--- src/rtl/spi_apb_master.sv ---
// spi_apb_master: valid/ready command port to APB requester with PREADY timeout and error counting
module spi_apb_master #(
    parameter int ADDR_W  = 3,
    parameter int DATA_W  = 8,
    parameter int TIMEOUT = 16,
    parameter int CNT_W   = 8
) (
    input  logic              PCLK,
    input  logic              PRESETn,
    input  logic              cmd_valid,
    output logic              cmd_ready,
    input  logic              cmd_write,
    input  logic [ADDR_W-1:0] cmd_addr,
    input  logic [DATA_W-1:0] cmd_wdata,
    output logic              rsp_valid,
    input  logic              rsp_ready,
    output logic [DATA_W-1:0] rsp_rdata,
    output logic              rsp_err,
    output logic              rsp_timeout,
    output logic [CNT_W-1:0]  err_count,
    output logic              busy,
    output logic              PSEL,
    output logic              PENABLE,
    output logic              PWRITE,
    output logic [ADDR_W-1:0] PADDR,
    output logic [DATA_W-1:0] PWDATA,
    input  logic [DATA_W-1:0] PRDATA,
    input  logic              PREADY,
    input  logic              PSLVERR
);
    localparam int WC_W = (TIMEOUT > 0) ? $clog2(TIMEOUT + 1) : 1;
    typedef enum logic [1:0] {IDLE, SETUP, ACCESS} state_t;
    state_t            state;
    logic [WC_W-1:0]   wcnt;
    logic              timeout_hit;
    logic              fail;
    // Abort threshold: the TIMEOUT-th ACCESS cycle without ready; TIMEOUT=0 never aborts
    assign timeout_hit = (TIMEOUT != 0) && (int'(wcnt) == TIMEOUT - 1);
    // A completed transfer errs on slave error, or on abort when ready is still low
    assign fail        = PREADY ? PSLVERR : 1'b1;
    // A pending response blocks new commands
    assign cmd_ready   = (state == IDLE) && !rsp_valid;
    // APB sequencing, response capture and error counting
    always_ff @(posedge PCLK or negedge PRESETn) begin
        if (!PRESETn) begin
            state       <= IDLE;
            wcnt        <= '0;
            busy        <= 1'b0;
            PSEL        <= 1'b0;
            PENABLE     <= 1'b0;
            PWRITE      <= 1'b0;
            PADDR       <= '0;
            PWDATA      <= '0;
            rsp_valid   <= 1'b0;
            rsp_rdata   <= '0;
            rsp_err     <= 1'b0;
            rsp_timeout <= 1'b0;
            err_count   <= '0;
        end else begin
            if (rsp_valid && rsp_ready) rsp_valid <= 1'b0;
            case (state)
                IDLE: if (cmd_valid && cmd_ready) begin
                    state  <= SETUP;
                    busy   <= 1'b1;
                    PSEL   <= 1'b1;
                    PWRITE <= cmd_write;
                    PADDR  <= cmd_addr;
                    PWDATA <= cmd_wdata;
                    wcnt   <= '0;
                end
                SETUP: begin
                    state   <= ACCESS;
                    PENABLE <= 1'b1;
                end
                ACCESS: if (PREADY || timeout_hit) begin
                    state       <= IDLE;
                    busy        <= 1'b0;
                    PSEL        <= 1'b0;
                    PENABLE     <= 1'b0;
                    rsp_valid   <= 1'b1;
                    rsp_err     <= fail;
                    rsp_timeout <= !PREADY;
                    rsp_rdata   <= (PREADY && !PWRITE) ? PRDATA : '0;
                    if (fail && err_count != '1) err_count <= err_count + 1'b1;
                end else begin
                    wcnt <= wcnt + 1'b1;
                end
                default: state <= IDLE;
            endcase
        end
    end
endmodule

--- config.mk ---
export PLATFORM = sky130hd
export DESIGN_NAME = spi_apb_master
export DESIGN_NICKNAME = d
export VERILOG_FILES = /design/src/rtl/spi_apb_master.sv
export SDC_FILE = /design/constraint.sdc
export NUM_CORES = 1
export LEC_CHECK = 0
export BUFFER_PORTS_ARGS = -buffer_cell sky130_fd_sc_hd__buf_4
export CAP_MARGIN = 20
export CORE_MARGIN = 8
export CORE_UTILIZATION = 30
export CTS_CLUSTER_SIZE = 30
export DETAILED_ROUTE_END_ITERATION = 16
export PLACE_DENSITY = 0.62
export SLEW_MARGIN = 20
export SYNTH_ARGS = -nofsm -noshare
export SYNTH_HDL_FRONTEND = slang
export SYNTH_SLANG_ARGS = --single-unit
--- constraint.sdc ---
create_clock -name PCLK -period 2.8 [get_ports PCLK]
set_input_delay 0.56 -clock PCLK [delete_from_list [all_inputs] [get_ports PCLK]]
set_output_delay 0.56 -clock PCLK [all_outputs]
set_load 0.01 [all_outputs]
### Word-level counts from Yosys, hierarchy flattened

Cells that the tools add are included.

* register bits after elaboration: 40
* input bits: 26
* output and inout bits: 35
* word-level logic and storage cells: 55

* $add $sub $neg: 2
* equal/unequal tests: 7
* mux-type cells: 15
* reductions and logical operators: 19

Operator list (number)
* $mux W5: 2
* $pmux W5 S2: 1
* $reduce_and A3 Y1: 3
* $add A8 B1 Y8 const B: 1
* $mux W8: 1
* $ne A8 B8 Y1 const B: 1
* $reduce_and A2 Y1: 4
* $mux W1: 6
* $pmux W2 S3: 1
* $add A5 B1 Y5 const B: 1
* $eq A5 B5 Y1 const B: 1
* $logic_and A1 B1 Y1: 5
* $mux W2: 2
* $ne A2 B2 Y1 const B: 2
* $pmux W1 S2: 2
* $reduce_bool A2 Y1: 2
* $logic_not A1 Y1: 3
* $eq A2 B1 Y1 const B: 1
* $eq A2 B2 Y1 const B: 1
* $logic_not A2 Y1: 1
* $ne A2 B1 Y1 const B: 1
* $logic_or A1 B1 Y1: 1

### Logic depth before layout (Yosys ltp)

Gate-level depths: netlist of the first run.

* depth in word-level cells: 5
* gate-level depth with buffers: 7
* depth with buffers taken out: 7

### Worst setup path before layout of the first run

Ideal clock, no wire load.

* kind: register -> register
* from: register wcnt[0]
* to: register err_count[1]
* library setup time: 125 ps
* arrival: 1706 ps
* data required time: 2675 ps
* path slack: 969 ps
* cell stages (with the launch flop): 8
* buffers on the path: 0
* period minus slack after synthesis: 1831 ps
* cell sequence: dfrtp_1 ha_1 and3_1 ha_1 mux2i_1 nor2_1 and2_1 mux2_2

* longest elaborated chain between the ends: 3

Ends and longest elaborated chain
* start, declared: RTL line 34 `logic [WC_W-1:0] wcnt;`
* start signal, assigned: RTL line 86 `wcnt <= wcnt + 1'b1;`
* $eq A5 B5 Y1: RTL line 38 `assign timeout_hit = (TIMEOUT != 0) && (int'(wcnt) == TIMEOUT - 1);`
* $logic_or A1 B1 Y1: RTL line 75 `ACCESS: if (PREADY || timeout_hit) begin`
* $reduce_and A3 Y1 (no source line)
* end signal, assigned: RTL line 84 `if (fail && err_count != '1) err_count <= err_count + 1'b1;`
* end, declared: RTL line 20 `output logic [CNT_W-1:0] err_count,`

Every way passes these cells.
A chain may end at the register's enable or synchronous reset.

### Final worst setup path of the first run

Ends and elaborated chain as after synthesis.

==> reports/metrics.yaml, run 1 <==
sta:
  clock.fmax_mhz: 511
  finalWorstSetupSlack_ns: 0.844
  hold_viol_final: 0
  tns_ns: 0
  worst_slew_margin_rel: 0.610
  final-setup-viol-count: 0
  rsz_0062_raised_after_global_routing: "no"
  post-route-period-util: 0.699
  final-max-slew-violation-count: 0
  period_minus_slack_ns: 1.96
  worst_slew_pin_slew_ns: 0.584
  skew_ns: 0.00711
  hold_ws_ns: 0.243
synthesis:
  synth_warnings: 0
  synth.cell_area_sq_um: 1730
  synth-edff-count: 0
  post_synth.cell_area_avg_sq_um: 11.7
  synth_seq_area_share: 0.579
  yosys_register_bits: 40
  postSynthCellCount: 148
  yosys.area_share.adder: 0.0217
  compound_gate_portion_of_the_synthesized_area: 0.0774
  net_count_after_synthesis: 177
  yosys-mux-area-fraction: 0.101
  synth_ff_type: "sky130_fd_sc_hd__dfrtp_1"
  synth_top_family_by_area: "simple AND/OR/NAND/NOR gates"
  synth_simple_gate_area_frac: 0.173
  post_synthesis_xor_xnor_area_fraction: 0.0253
  asyncSetResetFlopFracSynth: 1.00
  yosys.cell_types.count: 36
detailed_routing:
  via_count: 1281
  drtPass1Iterations: 4
  drt-vias-per-instance: 4.54
  dr.first_iter.drc_count: 27
  drc: 0
  routed_wl_um: 3850
  detail-route-antenna-nets: 0
  wl_per_cell_um: 13.7
power:
  sequentialPowerShare: 0.441
  vdd_drop_max_uv: 415
  power.clock.fraction: 0.153
  power_switching_uw: 727
  power.share.combinational: 0.405
  p_per_area_nw_per_um2: 936
  total_leakage_power_nw: 1.12
  p_int_mw: 1.45
  netSwitchingFraction: 0.335
worst_setup_path:
  timing_worst_setup_path_type: "flip-flop to flip-flop"
  cp-startpoint: "wcnt[0]"
  cpLargestDelayFamily: "multiplexers"
  cp_cell_sequence: "ha_1 -> and3_1 -> ha_1 -> mux2i_1 -> nor2_1 -> and2_1 -> mux2_2"
  ff2ff_setup_slack_ns: 0.84
  timing.critical_path.to_type: "flip-flop"
  worst-endpoint-required_ns: 2.97
  cp-start-kind: "flip-flop"
  path_buf_inv: 0
  critPathSlowestCell: "sky130_fd_sc_hd__dfrtp_1"
  timing.critical_path.mode_cell: "sky130_fd_sc_hd__ha_1"
  reg2reg_from: "wcnt[0]"
  critical-path-max-stage-delay_ns: 0.41
  cp_data_arrival_time_ns: 2.13
  critical_path_peak_fanout: 5
layout:
  fin_nets: 241
  flow.area_growth_from_synthesis_pct: 34.3
  layout-drive-gt1-share: 0.400
  final-instance-count-excl-fill: 282
  utilization: 0.419
  antenna-diode-count: 0
grt:
  grtUsageTotal: 0.0925
  grt_first_pass_wirelength_um: 6360
  grt-ovfl-total: 0
  grt_pass1_vias: 1349
  grt_start_max_net_pins: 41
  grt_antenna_before_repair: 0
clock_tree:
  clk_slew_on_worst_s_h_paths_ns: 0.07
  ctsLongestPathBuffers: 2
  clock-sinks: 40
  cts_root_buffer: "sky130_fd_sc_hd__clkbuf_8"
  cts_tree: "done"
  clock_insertion_delay_worst_skew_ns: 0.28
  post_cts.repair.setup_buffers: 0
  cts_resized: 0
  numCtsBuffers: 5
  post_cts_hold_buffer_count: 0
  cts_max_level: 2
floorplanning:
  boundaryPins: 61
  floorplan.rows: 27
  initial_core_util: 0.312
  die_y_um: 91.9
  design.core.area_sq_um: 5540
  die-area_sq_um: 8450
  fp.dieW_um: 91.9
placed_design:
  placed_cells: 277
  place_hpwl_um: 2940
  port_buffers: 60
  final_weighted_congestion_in_routability_driven_placement: 0.793
  preCtsSetupSlack_ns: 0.848
flow_run:
  timing.max_cap.violations: 0
status:
  run_status: "finished, final reports clean"
hold_path:
  hp-class: "primary input to asynchronous set/reset pin"
## worst register-to-register path: cells and delay by family (launching register included)
family	cells	cell delay (ns)
AND/OR/NAND/NOR	3	0.48
multiplexers	2	0.52
adder cells (fa/ha/maj)	2	0.45
flip-flops	1	0.41
## final cells by class
type | count | area, sq um
fill | 566 | 3220
sequential | 40 | 1000
multi-input combinational | 101 | 689
timing repair buffer | 62 | 465
tap | 72 | 90.1
clock buffer | 5 | 68.8
inverter | 2 | 7.51
## stage by stage
step | area [sq um] | power [mW]
floorplan | 1730 | 1.42
global placement | 2250 | 1.86
detailed placement | 2250 | 1.88
CTS | 2320 | 2.23
global route | 2320 | 2.35
finish | 2320 | 2.17
## per-layer routing
| metal | vias to the layer above | global-route usage | routed length (um) |
|---|---|---|---|
| met5 | - | 0 | 0 |
| met4 | 0 | 0.0282 | 42 |
| met3 | 7 | 0.0513 | 373 |
| met2 | 49 | 0.142 | 1740 |
| met1 | 590 | 0.108 | 1700 |
| li1 | 635 | - | - |
## cell families (layout without fill, tap and decap cells)
family,Yosys count,in the layout
AOI/OAI and AO/OA,24,24
adders and majority gates,3,3
buffers and inverters,7,69
xor gates and xnor gates,5,5
muxes,14,14
DFF,40,40
and+or+nand+nor,55,55
## state kept, by name, summed over array words and instances (netlist names)
name and count:
rsp_valid 1, state 2, PADDR 3, PENABLE 1
wcnt 5, rsp_err 1, PWDATA 8, err_count 8
rsp_rdata 8, rsp_timeout 1, PSEL 1, PWRITE 1
## cells in the mapped netlist, types with 2 or more instances
master / instances / area share
sky130_fd_sc_hd__and3_1: 3 / 0.011
sky130_fd_sc_hd__xnor2_1: 2 / 0.010
sky130_fd_sc_hd__dfrtp_1: 40 / 0.58
sky130_fd_sc_hd__nor2_1: 3 / 0.0065
sky130_fd_sc_hd__nand4_1: 3 / 0.011
sky130_fd_sc_hd__inv_1: 2 / 0.0043
sky130_fd_sc_hd__nand2_1: 26 / 0.056
sky130_fd_sc_hd__nor3_1: 2 / 0.0058
sky130_fd_sc_hd__a31oi_1: 3 / 0.011
sky130_fd_sc_hd__nand2b_1: 6 / 0.022
sky130_fd_sc_hd__o21ai_0: 13 / 0.038
sky130_fd_sc_hd__a21oi_1: 4 / 0.012
sky130_fd_sc_hd__xor2_1: 3 / 0.015
sky130_fd_sc_hd__nand3_1: 3 / 0.0087
sky130_fd_sc_hd__mux2_4: 5 / 0.043
sky130_fd_sc_hd__ha_1: 3 / 0.022
sky130_fd_sc_hd__mux2_2: 8 / 0.052
## worst paths after layout
check / to / cells past startpoint
worst max-delay path: err_count[1] / 7
worst min-delay path: err_count[2] / 1
worst max register to register: err_count[1] / 7
worst min register to register: rsp_rdata[2] / 2
max in group asynchronous: PWDATA[5] / 1
min in group PCLK: rsp_valid / 2
## placed cells by master, fill, tap and decap left out, types with 2 or more instances in the layout
cell / Yosys / layout
sky130_fd_sc_hd__nand3_1: 3 / 3
sky130_fd_sc_hd__dfrtp_1: 40 / 40
sky130_fd_sc_hd__a31oi_1: 3 / 3
sky130_fd_sc_hd__o21ai_0: 13 / 12
sky130_fd_sc_hd__xnor2_1: 2 / 2
sky130_fd_sc_hd__nand4_1: 3 / 3
sky130_fd_sc_hd__nor2_1: 3 / 3
sky130_fd_sc_hd__a21oi_1: 4 / 4
sky130_fd_sc_hd__nor3_1: 2 / 2
sky130_fd_sc_hd__mux2_2: 8 / 8
sky130_fd_sc_hd__inv_1: 2 / 2
sky130_fd_sc_hd__nand2b_1: 6 / 6
sky130_fd_sc_hd__mux2_4: 5 / 5
sky130_fd_sc_hd__ha_1: 3 / 3
sky130_fd_sc_hd__nand2_1: 26 / 26
sky130_fd_sc_hd__clkbuf_8: 0 / 5
sky130_fd_sc_hd__and3_1: 3 / 3
sky130_fd_sc_hd__buf_4: 1 / 62
sky130_fd_sc_hd__xor2_1: 3 / 3
## power by group through the flow
stage	clock (mW)	combinational (mW)	sequential (mW)
6_report	0.333	0.881	0.959
5_1_grt	0.378	0.978	0.995
4_1_cts	0.356	0.908	0.964
3_5_place_dp	0	0.909	0.971
3_3_place_gp	0	0.898	0.965
2_1_floorplan	0	0.388	1.03
Note: power is estimated with default switching activity, not from simulation.
==> inputs of run 2 (changes only) <==
- PLACE_DENSITY: 0.62 -> 0.64
- clock period: 2.8 -> 1.68 ns (I/O delays scaled with it)
==> run 2 against run 1 <==
Net effect:
- the flow now finishes with violations (setup timing)
- clock skew barely moved
- clock-buffer cell count did not move
- first-iteration DRC count rose by 26%
- clock power rose by 130%
==> reports/metrics.yaml, run 2 (synthesis results as in run 1) <==
status:
  run_status: "complete, but fails checks"
  failed_checks: "setup timing"
worst_setup_path:
  critPathSlowestCell: "sky130_fd_sc_hd__dfrtp_1"
  path_buf_inv: 0  # unchanged
  timing.critical_path.to_type: "flip-flop"
  worst-endpoint-required_ns: 1.85  # -1.12 ns
  timing_worst_setup_path_type: "flip-flop to flip-flop"
  cp-start-kind: "flip-flop"
  cp_data_arrival_time_ns: 1.89  # -0.24 ns
  critical-path-max-stage-delay_ns: 0.39  # -0.02 ns
  cp_cell_sequence: "ha_2 -> and3_4 -> ha_4 -> mux2i_4 -> nor2_2 -> and2_4 -> mux2_2"
  cpLargestDelayFamily: "multiplexers"
  critical_path_peak_fanout: 4  # -1
grt:
  grt-ovfl-total: 0  # unchanged
  grt_util_met3: 0.0473  # -0.00407
  gr-usage-met2: 0.165  # +0.0232
  grt_start_max_net_pins: 41  # unchanged
  grtUsageTotal: 0.103  # +0.0102
  grt.met1_usage: 0.118  # +0.0107
  grt_antenna_before_repair: 0  # unchanged
  grt_first_pass_wirelength_um: 7090  # +11%
  grt_pass1_vias: 1478  # +9.6%
  busiest_layer: "met2"
detailed_routing:
  drt-vias-per-instance: 4.56  # +0.33%
  drtPass1Iterations: 4  # unchanged
  dr.first_iter.drc_count: 34  # +26%
  detail-route-antenna-nets: 0  # unchanged
  via_count: 1349  # +5.3%
  routed_wl_um: 4130  # +7.4%
  drc: 0  # unchanged
  wl_per_cell_um: 14.0  # +2.3%
sta:
  final-setup-viol-count: 2  # +2
  worst_slew_pin_slew_ns: 0.522  # -0.0622 ns
  skew_ns: 0.00718  # +0.0000737 ns
  clock.fmax_mhz: 584  # +14%
  period_minus_slack_ns: 1.71  # -0.245 ns
  final-max-slew-violation-count: 0  # unchanged
  hold_viol_final: 0  # unchanged
  finalWorstSetupSlack_ns: -0.0317  # -0.875 ns
  worst_slew_margin_rel: 0.651  # +0.0415
  rsz_0062_raised_after_global_routing: "yes"
  post-route-period-util: 1.02  # +0.320
  hold_ws_ns: 0.0231  # -0.220 ns
hold_path:
  hp-class: "primary input to asynchronous set/reset pin"
clock_tree:
  ctsLongestPathBuffers: 2  # unchanged
  cts_tree: "done"
  cts_root_buffer: "sky130_fd_sc_hd__clkbuf_8"
  numCtsBuffers: 5  # unchanged
  clk_slew_on_worst_s_h_paths_ns: 0.08  # about the same
  post_cts_hold_buffer_count: 0  # unchanged
  clock_insertion_delay_worst_skew_ns: 0.29  # about the same
  clock-sinks: 40  # unchanged
  cts_max_level: 2  # unchanged
layout:
  antenna-diode-count: 0  # unchanged
  layout-drive-gt1-share: 0.482  # +0.0821
  flow.area_growth_from_synthesis_pct: 47.3
  most_common_cell_after_layout_fill_and_taps_aside: "sky130_fd_sc_hd__buf_4"
  reg_top3: "PWDATA: 8 flops, err_count: 8 flops, rsp_rdata: 8 flops"
  fillers: 539  # -4.8%
  fin_nets: 252  # +4.6%
  final_cell_mix: "sky130_fd_sc_hd__buf_4, sky130_fd_sc_hd__dfrtp_1, sky130_fd_sc_hd__nand2_1"
  post_route_cell_area_sq_um: 2550  # +9.7%
floorplanning:
  die_y_um: 91.9  # unchanged
  design.core.area_sq_um: 5540  # unchanged
  fp.dieW_um: 91.9  # unchanged
  floorplan.rows: 27  # unchanged
  boundaryPins: 61  # unchanged
  initial_core_util: 0.312  # unchanged
  die-area_sq_um: 8450  # unchanged
placed_design:
  place_hpwl_um: 3070  # +4.7%
  dpl-instance-area_sq_um: 2360  # +4.7%
  port_buffers: 60  # unchanged
  final_weighted_congestion_in_routability_driven_placement: 0.755  # -4.7%
power:
  total_leakage_power_nw: 1.22  # +8.7%
  vdd_drop_max_uv: 751  # +81%
  p_per_area_nw_per_um2: 1580  # +69%
flow_run:
  timing.max_cap.violations: 0  # unchanged
run 2: changes by cell type in the layout (fill, tap and decap cells not counted), moves of 2 or more:
| cell | change |
|---|---|
| sky130_fd_sc_hd__buf_4 | +8 |
| sky130_fd_sc_hd__o21ai_0 | -2 |
| sky130_fd_sc_hd__ha_1 | -2 |
| sky130_fd_sc_hd__buf_6 | +2 |
run 2: path summary, 6_finish.rpt:
| path | start | end | slack (ns) | depth (start not counted) |
|---|---|---|---|---|
| setup / recovery | wcnt[0] | err_count[1] | -0.03 | 7 |
| hold / removal | PRESETn | err_count[1] | 0.02 | 1 |
| setup reg to reg | wcnt[0] | err_count[1] | -0.03 | 7 |
| hold reg to reg | rsp_rdata[0] | rsp_rdata[0] | 0.48 | 2 |
| max in group asynchronous | PRESETn | rsp_rdata[0] | 1.31 | 1 |
| min in group PCLK | rsp_ready | rsp_valid | 0.22 | 2 |
run 2: through the flow:
step | setup TNS (ns) | setup slack, ns | std cells | util | total power [mW]
detailed placement | -0.0647 | -0.0534 | 286 | 0.426 | 3.25
CTS | -0.0502 | -0.0448 | 295 | 0.449 | 4.05
global placement | -0.0242 | -0.0196 | 286 | 0.426 | 3.20
finish | -0.0459 | -0.0317 | 296 | 0.460 | 4.03
global route | -0.696 | -0.120 | 296 | 0.460 | 4.35
floorplan | -0.0278 | -0.0278 | 148 | - | 2.37
run 2: report_power, final:
part | total [mW] | switching (mW) | internal, mW | leakage, nW
clock network | 0.778 | 0.339 | 0.440 | 0.0541
logic | 1.67 | 0.728 | 0.945 | 0.659
registers | 1.58 | 0.261 | 1.32 | 0.509
run 2: layout make-up:
cell class	count	area (sq um)	share of cell area
flip-flops and latches	40	1000	0.393
multi-input cells	101	769	0.302
repair buffers	73	568	0.223
well taps	72	90.1	0.0354
clock buffers	5	68.8	0.0270
clock inverters	3	42.5	0.0167
inverters	2	7.51	0.00295
run 2: metal layers:
metal / vias up / wire length (um)
li1: 662 / -
met1: 643 / 1740
met2: 39 / 1980
met3: 5 / 374
met4: 0 / 41
met5: - / 0
run 2: repair_timing:
action / 4_1_cts / 5_1_grt
endpoints found under the setup margin: 6 / 23
pin swaps: 2 / 11
buffers inserted: 1 / 0
gates resized for setup: 3 / 12
cloned: 0 / 1
==> inputs of run 3 (changes only) <==
- ABC_AREA: default -> 1
- CORE_ASPECT_RATIO: default -> 1.4
- CORE_MARGIN: 8 -> default
- PLACE_DENSITY: 0.64 -> 0.63
==> run 3 against run 2 <==
Net effect:
- register-to-register slack gained 0.13 ns
- the run now ends clean
- highest routed layer unchanged
- critical path depth grew 3
- worst hold slack lost 0.0022 ns
- sequential power is essentially flat
==> reports/metrics.yaml, run 3 <==
synthesis:
  yosys-top-cells-area: "sky130_fd_sc_hd__dfrtp_1, sky130_fd_sc_hd__nand2_1, sky130_fd_sc_hd__inv_1"
  synth_seq_area_share: 0.552  # -0.0264
  synth.cell_area_sq_um: 1810  # +4.8%
  yosys-mux-area-fraction: 0  # -0.101
  yosys_register_bits: 40  # unchanged
  asyncSetResetFlopFracSynth: 1.00  # unchanged
  synth_top_family_by_area: "simple AND/OR/NAND/NOR gates"
  synth-edff-count: 0  # unchanged
  synth_top_cells_by_count: "sky130_fd_sc_hd__nand2_1, sky130_fd_sc_hd__dfrtp_1, sky130_fd_sc_hd__inv_1, sky130_fd_sc_hd__nor2_1, sky130_fd_sc_hd__o21ai_1"
  synth_warnings: 0  # unchanged
  yosys.area_share.adder: 0.0207  # -0.000989
  net_count_after_synthesis: 253  # +43%
  yosys.area.top_type_share: 0.552  # -0.0264
  post-synth-top-count-cell: "sky130_fd_sc_hd__nand2_1"
  yosys.cell_types.count: 21  # -42%
  compound_gate_portion_of_the_synthesized_area: 0.0394  # -0.0381
  synth_simple_gate_area_frac: 0.319  # +0.146
  synth_ff_type: "sky130_fd_sc_hd__dfrtp_1"
  postSynthCellCount: 224  # +51%
  post_synth.cell_area_avg_sq_um: 8.09  # -31%
  synth.largest_area_cell: "sky130_fd_sc_hd__dfrtp_1"
  post_synthesis_xor_xnor_area_fraction: 0.0145  # -0.0108
clock_tree:
  numCtsBuffers: 5  # unchanged
  cts_root_buffer: "sky130_fd_sc_hd__clkbuf_8"
  cts_max_level: 2  # unchanged
  clock_insertion_delay_worst_skew_ns: 0.29  # about the same
  clk_slew_on_worst_s_h_paths_ns: 0.08  # about the same
  cts_tree: "done"
  clock-sinks: 40  # unchanged
  ctsLongestPathBuffers: 2  # unchanged
  post_cts_hold_buffer_count: 0  # unchanged
power:
  vdd_drop_max_uv: 480  # -36%
  total_leakage_power_nw: 1.33  # +9.1%
  p_per_area_nw_per_um2: 1570  # -1.1%
  p_total_mw: 3.93  # -2.6%
layout:
  multi_input_comb_area_sq_um: 756  # -1.8%
  flow.area_growth_from_synthesis_pct: 38.5
  antenna-diode-count: 0  # unchanged
  fin_nets: 319  # +27%
  ff_latch_area_sq_um: 1000  # unchanged
  post_route_cell_area_sq_um: 2510  # -1.5%
  fillers: 592  # +9.8%
  reg_top3: "PWDATA: 8 flops, err_count: 8 flops, rsp_rdata: 8 flops"
  most_common_cell_after_layout_fill_and_taps_aside: "sky130_fd_sc_hd__nand2_1"
  final_cell_mix: "sky130_fd_sc_hd__nand2_1, sky130_fd_sc_hd__buf_4, sky130_fd_sc_hd__dfrtp_1"
  layout-drive-gt1-share: 0.309  # -0.173
worst_setup_path:
  timing.critical_path.mode_cell: "sky130_fd_sc_hd__nand2_1"
  critPathSlowestCell: "sky130_fd_sc_hd__dfrtp_1"
  timing.critical_path.to_type: "flip-flop"
  reg2reg_from: "wcnt[1]"
  worst_reg_to_reg_path_cell_count: 10  # +3
  ff2ff_setup_slack_ns: 0.10  # +0.13 ns
  critical_path.reg2reg.endpoint: "wcnt[0]"
  cp-start-kind: "flip-flop"
  cp_cell_sequence: "ha_2 -> nand2_2 -> nor2_2 -> ha_2 -> nor2_4 -> nand2_1 -> nand2_1 -> inv_2 -> nand2_1 -> o21ai_0"
  cp_data_arrival_time_ns: 1.74  # -0.15 ns
  critical-path-max-stage-delay_ns: 0.39  # about the same
  worst-endpoint-required_ns: 1.84  # about the same
  timing_worst_setup_path_type: "flip-flop to flip-flop"
  critical_path_peak_fanout: 5  # +1
status:
  run_status: "finished, final reports clean"
hold_path:
  hp-class: "primary input to asynchronous set/reset pin"
sta:
  worst_slew_margin_rel: 0.655  # +0.00326
  hold_viol_final: 0  # unchanged
  final-max-slew-violation-count: 0  # unchanged
  period_minus_slack_ns: 1.58  # -0.132 ns
  final-setup-viol-count: 0  # -2
  post-route-period-util: 0.940  # -0.0788
  hold_ws_ns: 0.0209  # -0.00221 ns
  tns_ns: 0  # +0.0459 ns
  rsz_0062_raised_after_global_routing: "yes"
  worst_slew_pin_slew_ns: 0.518  # -0.00381 ns
  skew_ns: 0.00590  # -0.00128 ns
  clock.fmax_mhz: 633  # +8.4%
grt:
  grtUsageTotal: 0.140  # +0.0371
  grt-ovfl-total: 0  # unchanged
  grt_antenna_before_repair: 0  # unchanged
  grt_pass1_vias: 1538  # +4.1%
  grt_start_max_net_pins: 41  # unchanged
  grt_first_pass_wirelength_um: 6670  # -5.8%
detailed_routing:
  detail-route-antenna-nets: 0  # unchanged
  dr.first_iter.drc_count: 83  # +140%
  via_count: 1606  # +19%
  wl_per_cell_um: 11.3  # -19%
  drtPass1Iterations: 4  # unchanged
  drt-vias-per-instance: 4.45  # -2.4%
  routed_wl_um: 4070  # -1.6%
  drc: 0  # unchanged
floorplanning:
  floorplan.rows: 33  # +22%
  boundaryPins: 61  # unchanged
  design.core.area_sq_um: 5820  # +5.1%
  initial_core_util: 0.311  # -0.000908
  fp.dieW_um: 67.7  # -26%
  die-area_sq_um: 6360  # -25%
  die_y_um: 94.0  # +2.2%
placed_design:
  place_hpwl_um: 2940  # -4.4%
  dpl-instance-area_sq_um: 2340  # -0.69%
  port_buffers: 60  # unchanged
  final_weighted_congestion_in_routability_driven_placement: 0.797  # +5.5%
flow_run:
  timing.max_cap.violations: 0  # unchanged
run 3: worst max-delay path: cells and delay by family, from the launching register on:
family / cells / cell delay, ns
buf+inv: 1 / 0.05
fa+ha+maj: 2 / 0.40
flops: 1 / 0.39
simple gates: 6 / 0.52
compound gates: 1 / 0.09
run 3: worst max path at each step:
| stage | from | to | slack (ns) | cells after the start |
|---|---|---|---|---|
| after floorplan | wcnt[0] | wcnt[0] | 0.16 | 10 |
| after global placement | wcnt[0] | wcnt[0] | 0.08 | 10 |
| after detailed placement | wcnt[0] | wcnt[0] | -0.006 | 10 |
| after CTS | wcnt[0] | wcnt[0] | 0.02 | 10 |
| after global routing | wcnt[0] | err_count[5] | -0.03 | 10 |
| final | wcnt[1] | wcnt[0] | 0.10 | 10 |
run 3: cells by family (layout without fill, tap and decap cells):
| kind of cell | after synthesis | count (layout) |
|---|---|---|
| DFF | 40 | 40 |
| xor gates and xnor gates | 3 | 3 |
| AOI/OAI and AO/OA | 14 | 14 |
| buffers and inverters | 22 | 89 |
| adders and majority gates | 3 | 3 |
| and+or+nand+nor | 142 | 142 |
run 3: routing by layer:
metal  wire length [um]  global-route usage  share of wire  vias up
li1                   -                   -              -      819
met1               1740               0.159           0.43      736
met2               2030               0.237           0.50       43
met3                225              0.0425          0.055        8
met4                 74              0.0550          0.018        0
met5                  0                   0              0        -
run 3: area by class of cell:
cell class              count  share of cell area
clock buffers               6              0.0289
multi-input cells         162               0.301
clock inverters             2              0.0140
flip-flops and latches     40               0.399
repair buffers             64               0.197
well taps                  70              0.0349
inverters                  17              0.0254
run 3: what timing repair did:
item / 4_1_cts / 5_1_grt
setup endpoints to repair: 1 / 21
pin swaps: 0 / 10
setup buffers: 0 / 2
cloned: 0 / 0
resized for setup: 1 / 12
run 3: stage by stage:
step	util	setup WS (ns)	instances
after detailed placement	0.403	-0.00644	351
after floorplan	-	0.161	224
final	0.431	0.101	361
after CTS	0.421	0.0153	359
after global placement	0.403	0.0825	351
after global routing	0.431	-0.0345	361
run 3: power by group:
group,switching (mW),total [mW],internal [mW],leakage [nW]
combinational,0.832,1.59,0.754,0.763
clock,0.332,0.773,0.441,0.0552
sequential,0.264,1.57,1.30,0.516
